<file path="config.mk">
export PLATFORM = sky130hd
export DESIGN_NAME = serial_pe_ctrl
export DESIGN_NICKNAME = d
export VERILOG_FILES = /design/src/rtl/serial_pe_pkg.sv /design/src/rtl/serial_pe_agen.sv /design/src/rtl/serial_pe_ctrl.sv
export SDC_FILE = /design/constraint.sdc
export NUM_CORES = 1
export LEC_CHECK = 0
export ABC_AREA = 1
export BUFFER_PORTS_ARGS = -buffer_cell sky130_fd_sc_hd__buf_2
export CAP_MARGIN = 20
export CORE_MARGIN = 3
export CORE_UTILIZATION = 35
export CTS_CLUSTER_DIAMETER = 150
export CTS_CLUSTER_SIZE = 8
export DETAILED_ROUTE_END_ITERATION = 10
export GPL_ROUTABILITY_DRIVEN = 0
export PLACE_DENSITY_LB_ADDON = 0.05
export SYNTH_ARGS = -nofsm -noshare
export SYNTH_HDL_FRONTEND = slang
export SYNTH_HIERARCHICAL = 1
export SYNTH_SLANG_ARGS = --single-unit
</file>
<file path="constraint.sdc">
create_clock -name clk -period 3.5 [get_ports clk]
set_input_delay 1.05 -clock clk [delete_from_list [all_inputs] [get_ports clk]]
set_output_delay 1.05 -clock clk [all_outputs]
set_load 0.05 [all_outputs]
</file>
<file path="src/rtl/serial_pe_pkg.sv">
// Shared types and constants for the serial_pe MAC unit and its sequencer.
package serial_pe_pkg;

    typedef enum logic [1:0] {
        ST_IDLE  = 2'd0,
        ST_RUN   = 2'd1,
        ST_DRAIN = 2'd2,
        ST_DONE  = 2'd3
    } state_e;

    // Bit positions inside the PE ctl field.
    localparam int CTL_FIRST = 0;
    localparam int CTL_LAST  = 1;

    localparam int OP_W  = 16;
    localparam int RES_W = 2 * OP_W;

endpackage

</file>
<file path="src/rtl/serial_pe_agen.sv">
// Element/output counters and neuron/weight read-address generation.
module serial_pe_agen #(
    parameter int ADDR_W = 10,
    parameter int LEN_W  = 8
) (
    input  logic              clk,
    input  logic              rst_n,
    input  logic              load_i,
    input  logic              adv_i,
    input  logic [LEN_W-1:0]  vec_len_i,
    input  logic [LEN_W-1:0]  num_out_i,
    input  logic [ADDR_W-1:0] n_base_i,
    input  logic [ADDR_W-1:0] w_base_i,
    output logic [ADDR_W-1:0] n_addr_o,
    output logic [ADDR_W-1:0] w_addr_o,
    output logic              k_first_o,
    output logic              k_last_o,
    output logic              job_last_o
);

    logic [LEN_W-1:0]  len_q, len_d;
    logic [LEN_W-1:0]  num_q, num_d;
    logic [LEN_W-1:0]  k_q, k_d;
    logic [LEN_W-1:0]  o_q, o_d;
    logic [ADDR_W-1:0] n_base_q, n_base_d;
    logic [ADDR_W-1:0] n_addr_q, n_addr_d;
    logic [ADDR_W-1:0] w_addr_q, w_addr_d;

    assign n_addr_o   = n_addr_q;
    assign w_addr_o   = w_addr_q;
    assign k_first_o  = (k_q == {LEN_W{1'b0}});
    assign k_last_o   = (k_q == (len_q - LEN_W'(1)));
    assign job_last_o = k_last_o && (o_q == (num_q - LEN_W'(1)));

    // Next-state: weight address is a free-running counter since w = base + o*len + k.
    always_comb begin
        len_d    = len_q;
        num_d    = num_q;
        k_d      = k_q;
        o_d      = o_q;
        n_base_d = n_base_q;
        n_addr_d = n_addr_q;
        w_addr_d = w_addr_q;
        if (load_i) begin
            len_d    = vec_len_i;
            num_d    = num_out_i;
            n_base_d = n_base_i;
            k_d      = {LEN_W{1'b0}};
            o_d      = {LEN_W{1'b0}};
            n_addr_d = n_base_i;
            w_addr_d = w_base_i;
        end else if (adv_i) begin
            w_addr_d = w_addr_q + ADDR_W'(1);
            if (k_last_o) begin
                k_d      = {LEN_W{1'b0}};
                o_d      = o_q + LEN_W'(1);
                n_addr_d = n_base_q;
            end else begin
                k_d      = k_q + LEN_W'(1);
                n_addr_d = n_addr_q + ADDR_W'(1);
            end
        end else begin
            k_d = k_q;
        end
    end

    // Counter registers.
    always_ff @(posedge clk or negedge rst_n) begin
        if (!rst_n) begin
            len_q    <= {LEN_W{1'b0}};
            num_q    <= {LEN_W{1'b0}};
            k_q      <= {LEN_W{1'b0}};
            o_q      <= {LEN_W{1'b0}};
            n_base_q <= {ADDR_W{1'b0}};
            n_addr_q <= {ADDR_W{1'b0}};
            w_addr_q <= {ADDR_W{1'b0}};
        end else begin
            len_q    <= len_d;
            num_q    <= num_d;
            k_q      <= k_d;
            o_q      <= o_d;
            n_base_q <= n_base_d;
            n_addr_q <= n_addr_d;
            w_addr_q <= w_addr_d;
        end
    end

endmodule

</file>
<file path="src/rtl/serial_pe_ctrl.sv">
// Sequencer for one serial_pe: issues buffer reads, aligns PE valid/ctl with
// the returning data and writes each finished result to the result buffer.
module serial_pe_ctrl
    import serial_pe_pkg::*;
#(
    parameter int ADDR_W = 10,
    parameter int LEN_W  = 8
) (
    input  logic              clk,
    input  logic              rst_n,
    input  logic              start,
    input  logic [LEN_W-1:0]  vec_len,
    input  logic [LEN_W-1:0]  num_out,
    input  logic [ADDR_W-1:0] n_base,
    input  logic [ADDR_W-1:0] w_base,
    input  logic [ADDR_W-1:0] r_base,
    input  logic              stall,
    output logic              busy,
    output logic              done,
    output logic              n_rd,
    output logic [ADDR_W-1:0] n_addr,
    output logic              w_rd,
    output logic [ADDR_W-1:0] w_addr,
    output logic              pe_vld_i,
    output logic [1:0]        pe_ctl,
    input  logic [RES_W-1:0]  pe_result,
    input  logic              pe_vld_o,
    output logic              r_wr,
    output logic [ADDR_W-1:0] r_addr,
    output logic [RES_W-1:0]  r_data
);

    localparam int CNT_W = LEN_W + 1;

    state_e            state_q;
    logic              busy_q;
    logic              done_q;
    logic [LEN_W-1:0]  num_q;
    logic [ADDR_W-1:0] r_base_q;
    logic [CNT_W-1:0]  res_cnt_q;
    logic              vld_sh_q;
    logic              first_sh_q;
    logic              last_sh_q;

    logic              load_s;
    logic              rd_s;
    logic              empty_job_s;
    logic              last_wr_s;
    logic              k_first_s;
    logic              k_last_s;
    logic              job_last_s;

    assign load_s      = (state_q == ST_IDLE) && start;
    assign rd_s        = (state_q == ST_RUN) && !stall;
    assign empty_job_s = (vec_len == {LEN_W{1'b0}}) || (num_out == {LEN_W{1'b0}});
    assign last_wr_s   = pe_vld_o && ((res_cnt_q + CNT_W'(1)) == {1'b0, num_q});

    serial_pe_agen #(
        .ADDR_W (ADDR_W),
        .LEN_W  (LEN_W)
    ) u_agen (
        .clk        (clk),
        .rst_n      (rst_n),
        .load_i     (load_s),
        .adv_i      (rd_s),
        .vec_len_i  (vec_len),
        .num_out_i  (num_out),
        .n_base_i   (n_base),
        .w_base_i   (w_base),
        .n_addr_o   (n_addr),
        .w_addr_o   (w_addr),
        .k_first_o  (k_first_s),
        .k_last_o   (k_last_s),
        .job_last_o (job_last_s)
    );

    assign n_rd             = rd_s;
    assign w_rd             = rd_s;
    assign pe_vld_i         = vld_sh_q;
    assign pe_ctl[CTL_FIRST] = first_sh_q;
    assign pe_ctl[CTL_LAST]  = last_sh_q;
    assign busy             = busy_q;
    assign done             = done_q;
    assign r_wr             = pe_vld_o;
    assign r_data           = pe_result;
    assign r_addr           = r_base_q + ADDR_W'(res_cnt_q);

    // Job FSM with registered busy/done.
    always_ff @(posedge clk or negedge rst_n) begin
        if (!rst_n) begin
            state_q  <= ST_IDLE;
            busy_q   <= 1'b0;
            done_q   <= 1'b0;
            num_q    <= {LEN_W{1'b0}};
            r_base_q <= {ADDR_W{1'b0}};
        end else begin
            done_q <= 1'b0;
            case (state_q)
                ST_IDLE: begin
                    if (start) begin
                        num_q    <= num_out;
                        r_base_q <= r_base;
                        busy_q   <= 1'b1;
                        if (empty_job_s) begin
                            state_q <= ST_DONE;
                            done_q  <= 1'b1;
                        end else begin
                            state_q <= ST_RUN;
                        end
                    end else begin
                        busy_q <= 1'b0;
                    end
                end
                ST_RUN: begin
                    if (rd_s && job_last_s) begin
                        state_q <= ST_DRAIN;
                    end else begin
                        state_q <= ST_RUN;
                    end
                end
                ST_DRAIN: begin
                    if (last_wr_s) begin
                        state_q <= ST_DONE;
                        done_q  <= 1'b1;
                    end else begin
                        state_q <= ST_DRAIN;
                    end
                end
                ST_DONE: begin
                    state_q <= ST_IDLE;
                    busy_q  <= 1'b0;
                end
                default: begin
                    state_q <= ST_IDLE;
                    busy_q  <= 1'b0;
                end
            endcase
        end
    end

    // One-cycle shadow of the read so valid/ctl line up with buffer data; result counter.
    always_ff @(posedge clk or negedge rst_n) begin
        if (!rst_n) begin
            vld_sh_q   <= 1'b0;
            first_sh_q <= 1'b0;
            last_sh_q  <= 1'b0;
            res_cnt_q  <= {CNT_W{1'b0}};
        end else begin
            vld_sh_q   <= rd_s;
            first_sh_q <= rd_s && k_first_s;
            last_sh_q  <= rd_s && k_last_s;
            if (load_s) begin
                res_cnt_q <= {CNT_W{1'b0}};
            end else if (pe_vld_o) begin
                res_cnt_q <= res_cnt_q + CNT_W'(1);
            end else begin
                res_cnt_q <= res_cnt_q;
            end
        end
    end

endmodule

</file>
==> impl_metrics.env <==
export IMPL_grt_setup_unrepaired="yes"
export IMPL_synth_top_family_by_area="simple AND/OR/NAND/NOR gates"
export IMPL_powerDensity_nw_per_um2=919
export IMPL_grt_use_met1=0.211
export IMPL_drive_gt1_frac=0.159
export IMPL_min_period_ps=3390
export IMPL_die_h_um=136
export IMPL_hp_class="reg2reg"
export IMPL_synthXorXnorAreaFrac=0.0771
export IMPL_start_util=0.365
export IMPL_synth_seq_area_share=0.407
export IMPL_routed_via_density=4.79
export IMPL_internal_power_uw=3020
export IMPL_r2r_slack_ps=1030
export IMPL_combPwrFrac=0.528
export IMPL_antenna_found_initial=0
export IMPL_synth_cell_types=36
export IMPL_drt_wl_total_um=15200
export IMPL_avgRoutedWirePerCell_um=14.5
export IMPL_grt_pass1_vias=5083
export IMPL_grt_pass1_wl_um=25100
export IMPL_syn_nets=878
export IMPL_reg2reg_to="u_agen/k_q[6]"
export IMPL_synth_ff_type="dfrtp_1"
export IMPL_vias=5011
export IMPL_place_ws_ps=378
export IMPL_setup_viol=0
export IMPL_dp_hpwl_um=11300
export IMPL_met2_usage=0.292
export IMPL_cts_buffer_depth=2
export IMPL_postCtsHoldBufs=0
export IMPL_whs_path_depth=2
export IMPL_fp_coreArea_sq_um=16200
export IMPL_path_class="reg2out"
export IMPL_die_w_um=136
export IMPL_place_area_sq_um=6350
export IMPL_power_total_uw=6080
export IMPL_track_usage=0.171
export IMPL_dieArea_sq_um=18500
export IMPL_fillers=1684
export IMPL_required_ps=2450
export IMPL_hold_viol=0
export IMPL_fin_ws_ps=112
export IMPL_peakVddDrop_v=0.000439
export IMPL_synthMuxAreaShare=0
export IMPL_end_kind="output port"
export IMPL_arrival_ps=2340
export IMPL_layout_nets=932
export IMPL_area_delta_synth_final_pct=12.0
export IMPL_avgSynthCellArea_sq_um=7.64
export IMPL_grt_ovfl_total=0
export IMPL_hp_start="u_agen/n_base_q[8]"
export IMPL_clkTransAtPathRegs_ps=70
export IMPL_io_buffers=88
export IMPL_switching_power_uw=3050
export IMPL_io_pins=153
export IMPL_synth_area_leader_cell="dfrtp_1"
export IMPL_synth_edff_count=0
export IMPL_design_area_sq_um=6620
export IMPL_insertion_delay_ps=350
export IMPL_ys_seq_elements=96
export IMPL_root_buffer="clkbuf_16"
export IMPL_cts_tree="built"
export IMPL_grt_max_degree=53
export IMPL_final_setup_skew_ps=5.75
export IMPL_hold_end="u_agen/n_base_q[8]"
export IMPL_fin_crit_sh=0.968
export IMPL_worst_r2r_startpoint="state_q[1]"
export IMPL_synth_compound_area_frac=0.0945
export IMPL_slew_violations=0
export IMPL_globalRouteMet3Util=0.0352
export IMPL_synth_fa_ha_area_frac=0.0479
export IMPL_critPathMaxFanout=3
export IMPL_worst_hold_slack_ps=471
export IMPL_synthSimpleGateAreaFrac=0.263
export IMPL_drv_cap=0
export IMPL_firstDrtPassIters=4
export IMPL_max_freq_ghz=0.295
export IMPL_drt_iter0_drc=253
export IMPL_seqPwrFrac=0.322
export IMPL_slew_headroom=0.575
export IMPL_critical_path_startpoint_type="register"
export IMPL_ant_nets=0
export IMPL_dp_cells=1032
export IMPL_yosysTopAreaCellShare=0.407
export IMPL_cts_sinks=96
export IMPL_post_route_drc_count=0
export IMPL_tightestPinTransition_ps=637
export IMPL_final_instance_count_excl_fill=1046
export IMPL_async_reset_ff_frac=1.00
export IMPL_htree_levels=3
export IMPL_clkPwrFrac=0.150
export IMPL_sw_frac_of_total=0.502
export IMPL_grt_busiest_layer="met2"
export IMPL_cts_buffers=9
export IMPL_synthesis_area_sq_um=5910
export IMPL_antenna_cells=0
export IMPL_leakagePower_uw=0.00336
export IMPL_rows=46
export IMPL_syn_inst=773
export IMPL_outcome="complete, no violations"
export IMPL_yosysWarnings=6
export IMPL_rr_worst_depth=11
export IMPL_synth_area_leaders="dfrtp_1 41%, nand2_1 14%, buf_4 4.8%"
[synthesized netlist by cell type (all sizes together) (2+ instances only)]
| master | n |
|---|---|
| a21oi | 19 |
| nand2 | 233 |
| clkbuf | 10 |
| o21ai | 52 |
| o211ai | 6 |
| nand3 | 49 |
| nor3 | 7 |
| clkinv | 2 |
| o221ai | 2 |
| o22ai | 5 |
| a21boi | 8 |
| dfrtp | 96 |
| xor2 | 32 |
| nor2 | 68 |
| nand3b | 2 |
| xnor2 | 20 |
| buf | 43 |
| a22oi | 3 |
| ha | 21 |
| nand4 | 9 |
| nor4 | 3 |
| inv | 79 |
[worst max-delay path, cell delays in order, from the launching register on]
cell and delay, ps:
dfrtp_1 360, ha_1 210, inv_1 80, fa_1 400, o21ai_1 280, nand4_1 120, o211ai_1 120, xor2_1 150
buf_2 270
[registers in the layout, indices dropped and copies added, names as in the netlist, 9 cells and up]
register / cells
res_cnt_q: 9
u_agen/w_addr_o: 10
u_agen/n_base_q: 10
r_base_q: 10
u_agen/n_addr_o: 10
[final cells by class]
cell class	instances	area, sq um	share of cell area
Multi-Input combinational cell	543	2860	0.433
Sequential cell	96	2400	0.363
Timing Repair Buffer	96	520	0.0787
Inverter	81	304	0.0460
Tap cell	216	270	0.0409
Clock buffer	13	250	0.0378
Clock inverter	1	5.00	0.000757
[repair_timing]
item                                   4_1_cts  5_1_grt
gates resized for setup                      1        3
endpoints found under the hold margin        0        0
gates cloned                                 0        0
setup endpoints to repair                    1        2
buffers inserted                             0        0
[cells in the final DEF, fill, tap and decap left out, drive strengths merged]
| master | count |
|---|---|
| a21oi | 19 |
| a21boi | 8 |
| xnor2 | 20 |
| nand2 | 233 |
| o31ai | 1 |
| o21a | 1 |
| nor4 | 3 |
| buf | 94 |
| ha | 21 |
| a21o | 1 |
| o211ai | 6 |
| dfrtp | 96 |
| o22ai | 5 |
| nand4 | 9 |
| nor3 | 7 |
| fa | 1 |
| o221ai | 2 |
| clkinv | 3 |
| xor2 | 32 |
| inv | 79 |
| nand3b | 2 |
| nor2 | 68 |
| a22oi | 3 |
| clkbuf | 15 |
| o21ai | 52 |
| nand3 | 49 |
[layer usage]
layer,routed length (um),part of all wire
met3,765,0.050
met4,328,0.022
met5,0,0
met2,7290,0.48
met1,6800,0.45
[kinds of logic (layout without fill, tap and decap cells)]
family,count (synthesis),in the layout
XOR/XNOR,52,52
adder cells (fa/ha/maj),22,22
flip-flops,96,96
buffers and inverters,134,191
AO/OA/AOI/OAI,98,98
AND/OR/NAND/NOR,371,371
[worst max-delay path by stage]
stage	from	to	slack, ps	cells after the start
CTS	res_cnt_q[2]	r_addr[7]	100	8
finish	r_base_q[0]	r_addr[8]	110	8
detailed placement	r_base_q[0]	r_addr[6]	380	9
global placement	r_base_q[0]	r_addr[8]	390	8
floorplan	res_cnt_q[0]	r_addr[8]	20	7
global route	r_base_q[0]	r_addr[8]	-10	8
[power groups by stage]
stage	combinational, uW	clock (uW)	sequential (uW)
after detailed placement	3220	0	1970
final	3210	912	1960
after global routing	3570	995	2020
after global placement	3190	0	1960
after floorplan	2190	0	2290
after CTS	3230	950	1960
[through the flow]
step / TNS (ps) / utilization
floorplan: 0 / -
global placement: 0 / 0.393
detailed placement: 0 / 0.393
CTS: 0 / 0.408
global route: -17.9 / 0.409
finish: 0 / 0.409
No activity file was read; power rests on OpenSTA's default activity.
